$ cat src/rtl/noc_ejector_if.sv
// Flit-side and consumer-side handshake bundle for the mesh ejector, plus the
// shared flit/header types.
package noc_ejector_pkg;
   localparam int FLIT_DATA_W = 16;

   typedef enum logic [1:0] {
      FLIT_HEADER = 2'd0,
      FLIT_BODY   = 2'd1,
      FLIT_TAIL   = 2'd2,
      FLIT_RSVD   = 2'd3
   } flit_type_e;

   typedef struct packed {
      flit_type_e                 flit_type;
      logic [FLIT_DATA_W-1:0]     data;
   } flit_t;

   // Header payload layout: destination x, destination y, number of BODY flits.
   typedef struct packed {
      logic [3:0] x;
      logic [3:0] y;
      logic [7:0] tail_length;
   } header_t;
endpackage

interface noc_ejector_if #(
   parameter int DATA_W = 16
);
   import noc_ejector_pkg::*;

   flit_t               in_flit;
   logic                in_enable;
   logic                in_ack;
   logic [DATA_W-1:0]   out_data;
   logic                out_last;
   logic                out_valid;
   logic                out_ready;

   modport master (
      output in_flit, in_enable, out_ready,
      input  in_ack, out_data, out_last, out_valid
   );

   modport slave (
      input  in_flit, in_enable, out_ready,
      output in_ack, out_data, out_last, out_valid
   );
endinterface

$ cat src/rtl/noc_ejector.sv
// Mesh edge-port ejector: validates packet framing and destination, strips the
// header and queues payload words (with a last marker) for a local consumer.
module noc_ejector
   import noc_ejector_pkg::*;
#(
   parameter int MY_X       = 0,
   parameter int MY_Y       = 0,
   parameter int DATA_W     = 16,
   parameter int FIFO_DEPTH = 4,
   parameter int CNT_W      = 16
) (
   input  logic              clk,
   input  logic              rst,
   noc_ejector_if.slave      eif,
   output logic [CNT_W-1:0]  pkt_count,
   output logic              err_addr,
   output logic              err_proto
);

   localparam int PTR_W = $clog2(FIFO_DEPTH);
   localparam logic [3:0] MY_X4 = MY_X[3:0];
   localparam logic [3:0] MY_Y4 = MY_Y[3:0];

   typedef enum logic [1:0] {
      ST_IDLE = 2'd0,
      ST_RECV = 2'd1,
      ST_DROP = 2'd2
   } state_e;

   state_e             state_q, state_d;
   logic [CNT_W-1:0]   remaining_q, remaining_d;
   logic [CNT_W-1:0]   pkt_count_q, pkt_count_d;
   logic               err_addr_q, err_addr_d;
   logic               err_proto_q, err_proto_d;

   logic [DATA_W-1:0]  mem_data_q [FIFO_DEPTH];
   logic               mem_last_q [FIFO_DEPTH];
   logic [PTR_W-1:0]   wr_ptr_q, wr_ptr_d;
   logic [PTR_W-1:0]   rd_ptr_q, rd_ptr_d;
   logic [PTR_W:0]     count_q, count_d;

   header_t            hdr;
   logic               is_header;
   logic               is_body;
   logic               is_tail;
   logic               hdr_is_mine;
   logic [CNT_W-1:0]   tail_len_ext;
   logic               fifo_full;
   logic               fifo_empty;
   logic               in_ack;
   logic               xfer;
   logic               push;
   logic               push_last;
   logic               pop;

   assign hdr          = header_t'(eif.in_flit.data);
   assign is_header    = (eif.in_flit.flit_type == FLIT_HEADER);
   assign is_body      = (eif.in_flit.flit_type == FLIT_BODY);
   assign is_tail      = (eif.in_flit.flit_type == FLIT_TAIL);
   assign hdr_is_mine  = (hdr.x == MY_X4) && (hdr.y == MY_Y4);
   assign tail_len_ext = CNT_W'(hdr.tail_length);

   assign fifo_full  = (count_q == (PTR_W+1)'(FIFO_DEPTH));
   assign fifo_empty = (count_q == '0);

   // A header in RECV is never pushed, so it must not be stalled by a full FIFO.
   always_comb begin
      in_ack = 1'b0;
      if (rst) begin
         if (state_q == ST_RECV) begin
            in_ack = !fifo_full || is_header;
         end else begin
            in_ack = 1'b1;
         end
      end
   end

   assign xfer = eif.in_enable && in_ack;
   assign pop  = !fifo_empty && eif.out_ready;

   always_comb begin
      state_d     = state_q;
      remaining_d = remaining_q;
      pkt_count_d = pkt_count_q;
      err_addr_d  = err_addr_q;
      err_proto_d = err_proto_q;
      push        = 1'b0;
      push_last   = 1'b0;
      if (xfer) begin
         if (is_header) begin
            // A header arriving mid-packet aborts it; the new header is judged afresh.
            if (state_q == ST_RECV) begin
               err_proto_d = 1'b1;
            end
            if (hdr_is_mine) begin
               state_d     = ST_RECV;
               remaining_d = tail_len_ext;
            end else begin
               err_addr_d = 1'b1;
               state_d    = ST_DROP;
            end
         end else begin
            case (state_q)
               ST_IDLE: begin
                  err_proto_d = 1'b1;
               end
               ST_RECV: begin
                  if (is_body && remaining_q != '0) begin
                     push        = 1'b1;
                     remaining_d = remaining_q - CNT_W'(1);
                  end else if (is_tail) begin
                     if (remaining_q != '0) begin
                        err_proto_d = 1'b1;
                     end
                     push        = 1'b1;
                     push_last   = 1'b1;
                     pkt_count_d = pkt_count_q + CNT_W'(1);
                     state_d     = ST_IDLE;
                  end else begin
                     err_proto_d = 1'b1;
                     state_d     = ST_DROP;
                  end
               end
               ST_DROP: begin
                  if (is_tail) begin
                     state_d = ST_IDLE;
                  end
               end
               default: begin
                  state_d = ST_IDLE;
               end
            endcase
         end
      end
   end

   always_comb begin
      wr_ptr_d = wr_ptr_q;
      rd_ptr_d = rd_ptr_q;
      count_d  = count_q;
      if (push) begin
         wr_ptr_d = wr_ptr_q + PTR_W'(1);
      end
      if (pop) begin
         rd_ptr_d = rd_ptr_q + PTR_W'(1);
      end
      if (push && !pop) begin
         count_d = count_q + (PTR_W+1)'(1);
      end else if (pop && !push) begin
         count_d = count_q - (PTR_W+1)'(1);
      end
   end

   always_ff @(posedge clk or negedge rst) begin
      if (!rst) begin
         state_q     <= ST_IDLE;
         remaining_q <= '0;
         pkt_count_q <= '0;
         err_addr_q  <= 1'b0;
         err_proto_q <= 1'b0;
         wr_ptr_q    <= '0;
         rd_ptr_q    <= '0;
         count_q     <= '0;
         for (int i = 0; i < FIFO_DEPTH; i++) begin
            mem_data_q[i] <= '0;
            mem_last_q[i] <= 1'b0;
         end
      end else begin
         state_q     <= state_d;
         remaining_q <= remaining_d;
         pkt_count_q <= pkt_count_d;
         err_addr_q  <= err_addr_d;
         err_proto_q <= err_proto_d;
         wr_ptr_q    <= wr_ptr_d;
         rd_ptr_q    <= rd_ptr_d;
         count_q     <= count_d;
         if (push) begin
            mem_data_q[wr_ptr_q] <= DATA_W'(eif.in_flit.data);
            mem_last_q[wr_ptr_q] <= push_last;
         end
      end
   end

   assign eif.in_ack    = in_ack;
   assign eif.out_data  = mem_data_q[rd_ptr_q];
   assign eif.out_last  = mem_last_q[rd_ptr_q];
   assign eif.out_valid = !fifo_empty;

   assign pkt_count = pkt_count_q;
   assign err_addr  = err_addr_q;
   assign err_proto = err_proto_q;

endmodule

$ cat src/flat_wrapper.sv
// flat-port wrapper written by rule: the top's interface ports become plain ports
module noc_ejector_flat import noc_ejector_pkg::*;
#(
   parameter int MY_X       = 0,
   parameter int MY_Y       = 0,
   parameter int DATA_W     = 16,
   parameter int FIFO_DEPTH = 4,
   parameter int CNT_W      = 16
)
  (clk, rst, pkt_count, err_addr, err_proto, eif_in_flit, eif_in_enable, eif_out_ready, eif_in_ack, eif_out_data, eif_out_last, eif_out_valid);
  noc_ejector_if #(.DATA_W(DATA_W)) eif_i ();
  input  logic clk;
  input  logic rst;
  output logic [CNT_W-1:0] pkt_count;
  output logic err_addr;
  output logic err_proto;
  input wire logic [$bits(eif_i.in_flit)-1:0] eif_in_flit;
  input wire logic [$bits(eif_i.in_enable)-1:0] eif_in_enable;
  input wire logic [$bits(eif_i.out_ready)-1:0] eif_out_ready;
  output wire logic [$bits(eif_i.in_ack)-1:0] eif_in_ack;
  output wire logic [$bits(eif_i.out_data)-1:0] eif_out_data;
  output wire logic [$bits(eif_i.out_last)-1:0] eif_out_last;
  output wire logic [$bits(eif_i.out_valid)-1:0] eif_out_valid;
  assign eif_i.in_flit = eif_in_flit;
  assign eif_i.in_enable = eif_in_enable;
  assign eif_i.out_ready = eif_out_ready;
  assign eif_in_ack = eif_i.in_ack;
  assign eif_out_data = eif_i.out_data;
  assign eif_out_last = eif_i.out_last;
  assign eif_out_valid = eif_i.out_valid;
  noc_ejector #(.MY_X(MY_X), .MY_Y(MY_Y), .DATA_W(DATA_W), .FIFO_DEPTH(FIFO_DEPTH), .CNT_W(CNT_W)) u_core (.clk(clk), .rst(rst), .eif(eif_i), .pkt_count(pkt_count), .err_addr(err_addr), .err_proto(err_proto));
endmodule
$ cat config.mk
export PLATFORM = sky130hd
export DESIGN_NAME = noc_ejector_flat
export DESIGN_NICKNAME = d
export VERILOG_FILES = /design/src/rtl/noc_ejector_if.sv /design/src/rtl/noc_ejector.sv /design/src/flat_wrapper.sv
export SDC_FILE = /design/constraint.sdc
export NUM_CORES = 1
export LEC_CHECK = 0
export ABC_AREA = 1
export ABC_CLOCK_PERIOD_IN_PS = 3420
export CORE_MARGIN = 2
export CORE_UTILIZATION = 48
export DETAILED_ROUTE_END_ITERATION = 6
export GPL_TIMING_DRIVEN = 0
export PLACE_DENSITY_LB_ADDON = 0.05
export SLEW_MARGIN = 25
export SYNTH_ARGS = -nofsm -noshare
export SYNTH_HDL_FRONTEND = slang
export SYNTH_SLANG_ARGS = --single-unit
$ cat constraint.sdc
create_clock -name clk -period 3.42 [get_ports clk]
set_input_delay 0.513 -clock clk [delete_from_list [all_inputs] [get_ports clk]]
set_output_delay 0.513 -clock clk [all_outputs]
set_load 0.005 [all_outputs]
==> summary.txt <==
site row count = 39
number of H-tree levels = 3
Max Fanout on Critical Path = 10
YS warnings = 0
Final TNS setup = 0 ns
pwr/cell area = 606 nW/µm²
first-pass GRT wire length = 25.1 mm
clock transition at the registers of the reported paths = 0.07 ns
# IOs = 59
Critical Path RT = 2.91 ns
WL final = 15.3 mm
die span in x = 114 µm
Worst VDD drop = 0.000503 V
HPWL Detailed = 10.5 mm
vias per cell = 5.36
ANT nets after route = 0
Crit. Startpoint = u_core.rd_ptr_q[0]
antenna cells = 0
reg-to-reg slack, setup = 0.55 ns
CTS resizes = 0
clk_skew = 0.00872 ns
clk sinks = 111
Fmax achieved = 0.323 GHz
period utilization = 90.5%
Unique masters post-synth = 33
Post-Syn Area = 5760 µm²
grt ovf = 0
Synth Instances = 723
IO buf count = 58
Worst-Margin Slew = 0.696 ns
CTS Hold Bufs = 0
final worst slack = 0.324 ns
outcome = completed
max-capacitance violation count = 0
antenna violations before repair = 0
hold crit path type = input pin to async pin
CP Class = flop to output port
Nets = 823
Startpoint Class = flop
Root Driver = clkbuf_16
CTS tree = done
Mean Syn Cell Area = 7.96 µm²
Setup crit end kind = output port
drt first pass iters = 5
Final Core Density = 59.0%
worst r2r path cells = 14
Num CTS Buffers = 9
area grow syn2layout = 18.5%
largest family of logic cells by synthesized area = simple AND/OR/NAND/NOR gates
minimum clock period = 3.10 ns
post-CTS setup buffer count = 0
max-slew violation count = 0
routed via count = 5,040
Reg2Reg Capture Point = u_core.count_q[2]
number of global-route vias before repair = 4,937
DIE AREA = 12,900 µm²
origin of the critical flop-to-flop path = u_core.remaining_q[0]
drt first-iter violations = 398
Worst EP arrival = 2.58 ns
drt drc = 0
Worst-Skew Late Latency = 0.36 ns
Leak = 0.00349 µW
Die Y = 114 µm
GR Util All Layers = 25.1%
largest net degree at the start of global routing = 70
sequential element share of the synthesized area = 48.3%
post-synthesis mux area share = 0.522%
share of post-route cells with drive strength above 1 = 6.02%
final RePlAce weighted congestion = 0.897
core area = 11,600 µm²
synthesized-area fraction occupied by adder cells = 1.87%
# setup viols final = 0
Hold Vio Cnt, Final = 0
XOR/XNOR share of the synthesized area = 4.87%
Rel. slew slack = 53.6%
Synth Area in Compound Gates = 7.30%
#FFs+latches synth = 111
WL per Instance = 16.3 µm
Starting Density = 49.8%
syn_nets = 753
pre-CTS setup slack = 0.110 ns
unrepaired setup endpoints after global routing = false
Post-Synth Simple-Gate Area = 31.5%
Clock Tree Buf Depth = 2
[flip-flops by register name, indices dropped and copies added, names as in the netlist]
| signal | flops |
|---|---|
| u_core.err_addr | 1 |
| u_core.remaining_q | 16 |
| u_core.wr_ptr_q | 2 |
| u_core.pkt_count | 16 |
| u_core.err_proto | 1 |
| u_core.mem_last_q | 4 |
| u_core.mem_data_q | 64 |
| u_core.rd_ptr_q | 2 |
| u_core.state_q | 2 |
| u_core.count_q | 3 |
[layer usage]
metal | GRT usage [%] | vias to the layer above | part of all wire, %
met3 | 6.06 | 20 | 5.4
met5 | 0 | - | 0
met1 | 33.4 | 2408 | 45
met4 | 6.75 | 0 | 1.9
met2 | 41.4 | 148 | 48
li1 | - | 2464 | -
[logic make-up (layout without fill, tap and decap cells)]
| kind of cell | after synthesis | in the layout |
|---|---|---|
| simple gates | 422 | 422 |
| flops | 111 | 111 |
| compound gates | 77 | 77 |
| buf+inv | 70 | 145 |
| xor+xnor | 32 | 32 |
| fa+ha+maj | 8 | 8 |
| mux | 3 | 3 |
[Yosys cell counts, drive strengths merged]
cell / number / area share [%]
o211ai: 1 / 0.13
nand3: 82 / 7.4
a21boi: 1 / 0.13
mux2i: 3 / 0.52
clkinv: 1 / 0.065
ha: 7 / 1.5
nor3: 2 / 0.17
clkbuf: 16 / 1.0
nor2: 95 / 6.3
inv: 34 / 2.3
nand2: 237 / 16
nand4: 6 / 1.7
a21oi: 6 / 0.52
xor2: 20 / 3.0
buf: 19 / 2.3
o22ai: 17 / 1.8
xnor2: 12 / 1.8
dfrtp: 111 / 48
o21ai: 50 / 4.4
fa: 1 / 0.35
o21bai: 2 / 0.26
[layout make-up]
| type | count | area, µm² |
|---|---|---|
| Inverter | 35 | 136 |
| Multi-Input combinational cell | 542 | 2650 |
| Clock buffer | 13 | 260 |
| Fill cell | 1069 | 4740 |
| Timing Repair Buffer | 59 | 609 |
| Tap cell | 143 | 179 |
| Buffer | 35 | 191 |
| Sequential cell | 111 | 2780 |
| Clock inverter | 3 | 17.5 |
[worst max path at each step]
stage / to / slack [ns] / depth (start not counted)
after global routing: eif_out_data[5] / 0.18 / 6
after detailed placement: u_core.count_q[2] / 0.11 / 13
after floorplan: u_core.count_q[2] / 1.01 / 14
after global placement: u_core.count_q[2] / -3.82 / 12
final: eif_out_data[13] / 0.32 / 6
after CTS: eif_out_last / 0.39 / 6
[power breakdown]
group | switching (µW) | leakage [µW] | internal, µW
clock network | 478 | 0.000136 | 533
logic | 896 | 0.00186 | 693
registers | 111 | 0.00149 | 1420
[layout by cell type (no fill, tap or decap), types with 2 or more instances in the layout]
| cell | n |
|---|---|
| a21oi_1 | 6 |
| buf_1 | 4 |
| buf_2 | 6 |
| buf_4 | 4 |
| buf_6 | 6 |
| clkbuf_1 | 18 |
| clkbuf_16 | 9 |
| clkbuf_8 | 2 |
| clkdlybuf4s50_1 | 57 |
| clkinv_2 | 2 |
| dfrtp_1 | 111 |
| ha_1 | 7 |
| inv_1 | 30 |
| inv_2 | 2 |
| inv_4 | 2 |
| mux2i_1 | 3 |
| nand2_1 | 232 |
| nand2_2 | 3 |
| nand2_4 | 2 |
| nand3_1 | 80 |
| nand4_1 | 2 |
| nand4_4 | 4 |
| nor2_1 | 94 |
| nor3_1 | 2 |
| o21ai_0 | 49 |
| o21bai_1 | 2 |
| o22ai_1 | 17 |
| xnor2_1 | 12 |
| xor2_1 | 20 |
[metrics by stage]
stage | hold slack, ns | power [µW] | instances | cell area (µm²)
floorplan | 0.217 | 2500 | 723 | 5760
global placement | 0.450 | 3120 | 924 | 6520
detailed placement | 0.454 | 3140 | 925 | 6540
CTS | 0.0932 | 4160 | 941 | 6820
global route | 0.0943 | 4410 | 941 | 6820
finish | 0.0772 | 4130 | 941 | 6820
[worst max-delay path, stage by stage, from the launching register on]
cell and delay (ns):
dfrtp_1 0.37, clkbuf_1 0.20, inv_1 0.25, clkbuf_1 0.57
nor2_1 0.09, o22ai_1 0.21, clkdlybuf4s50_1 0.53
Note: power is estimated with default switching activity, not from simulation.
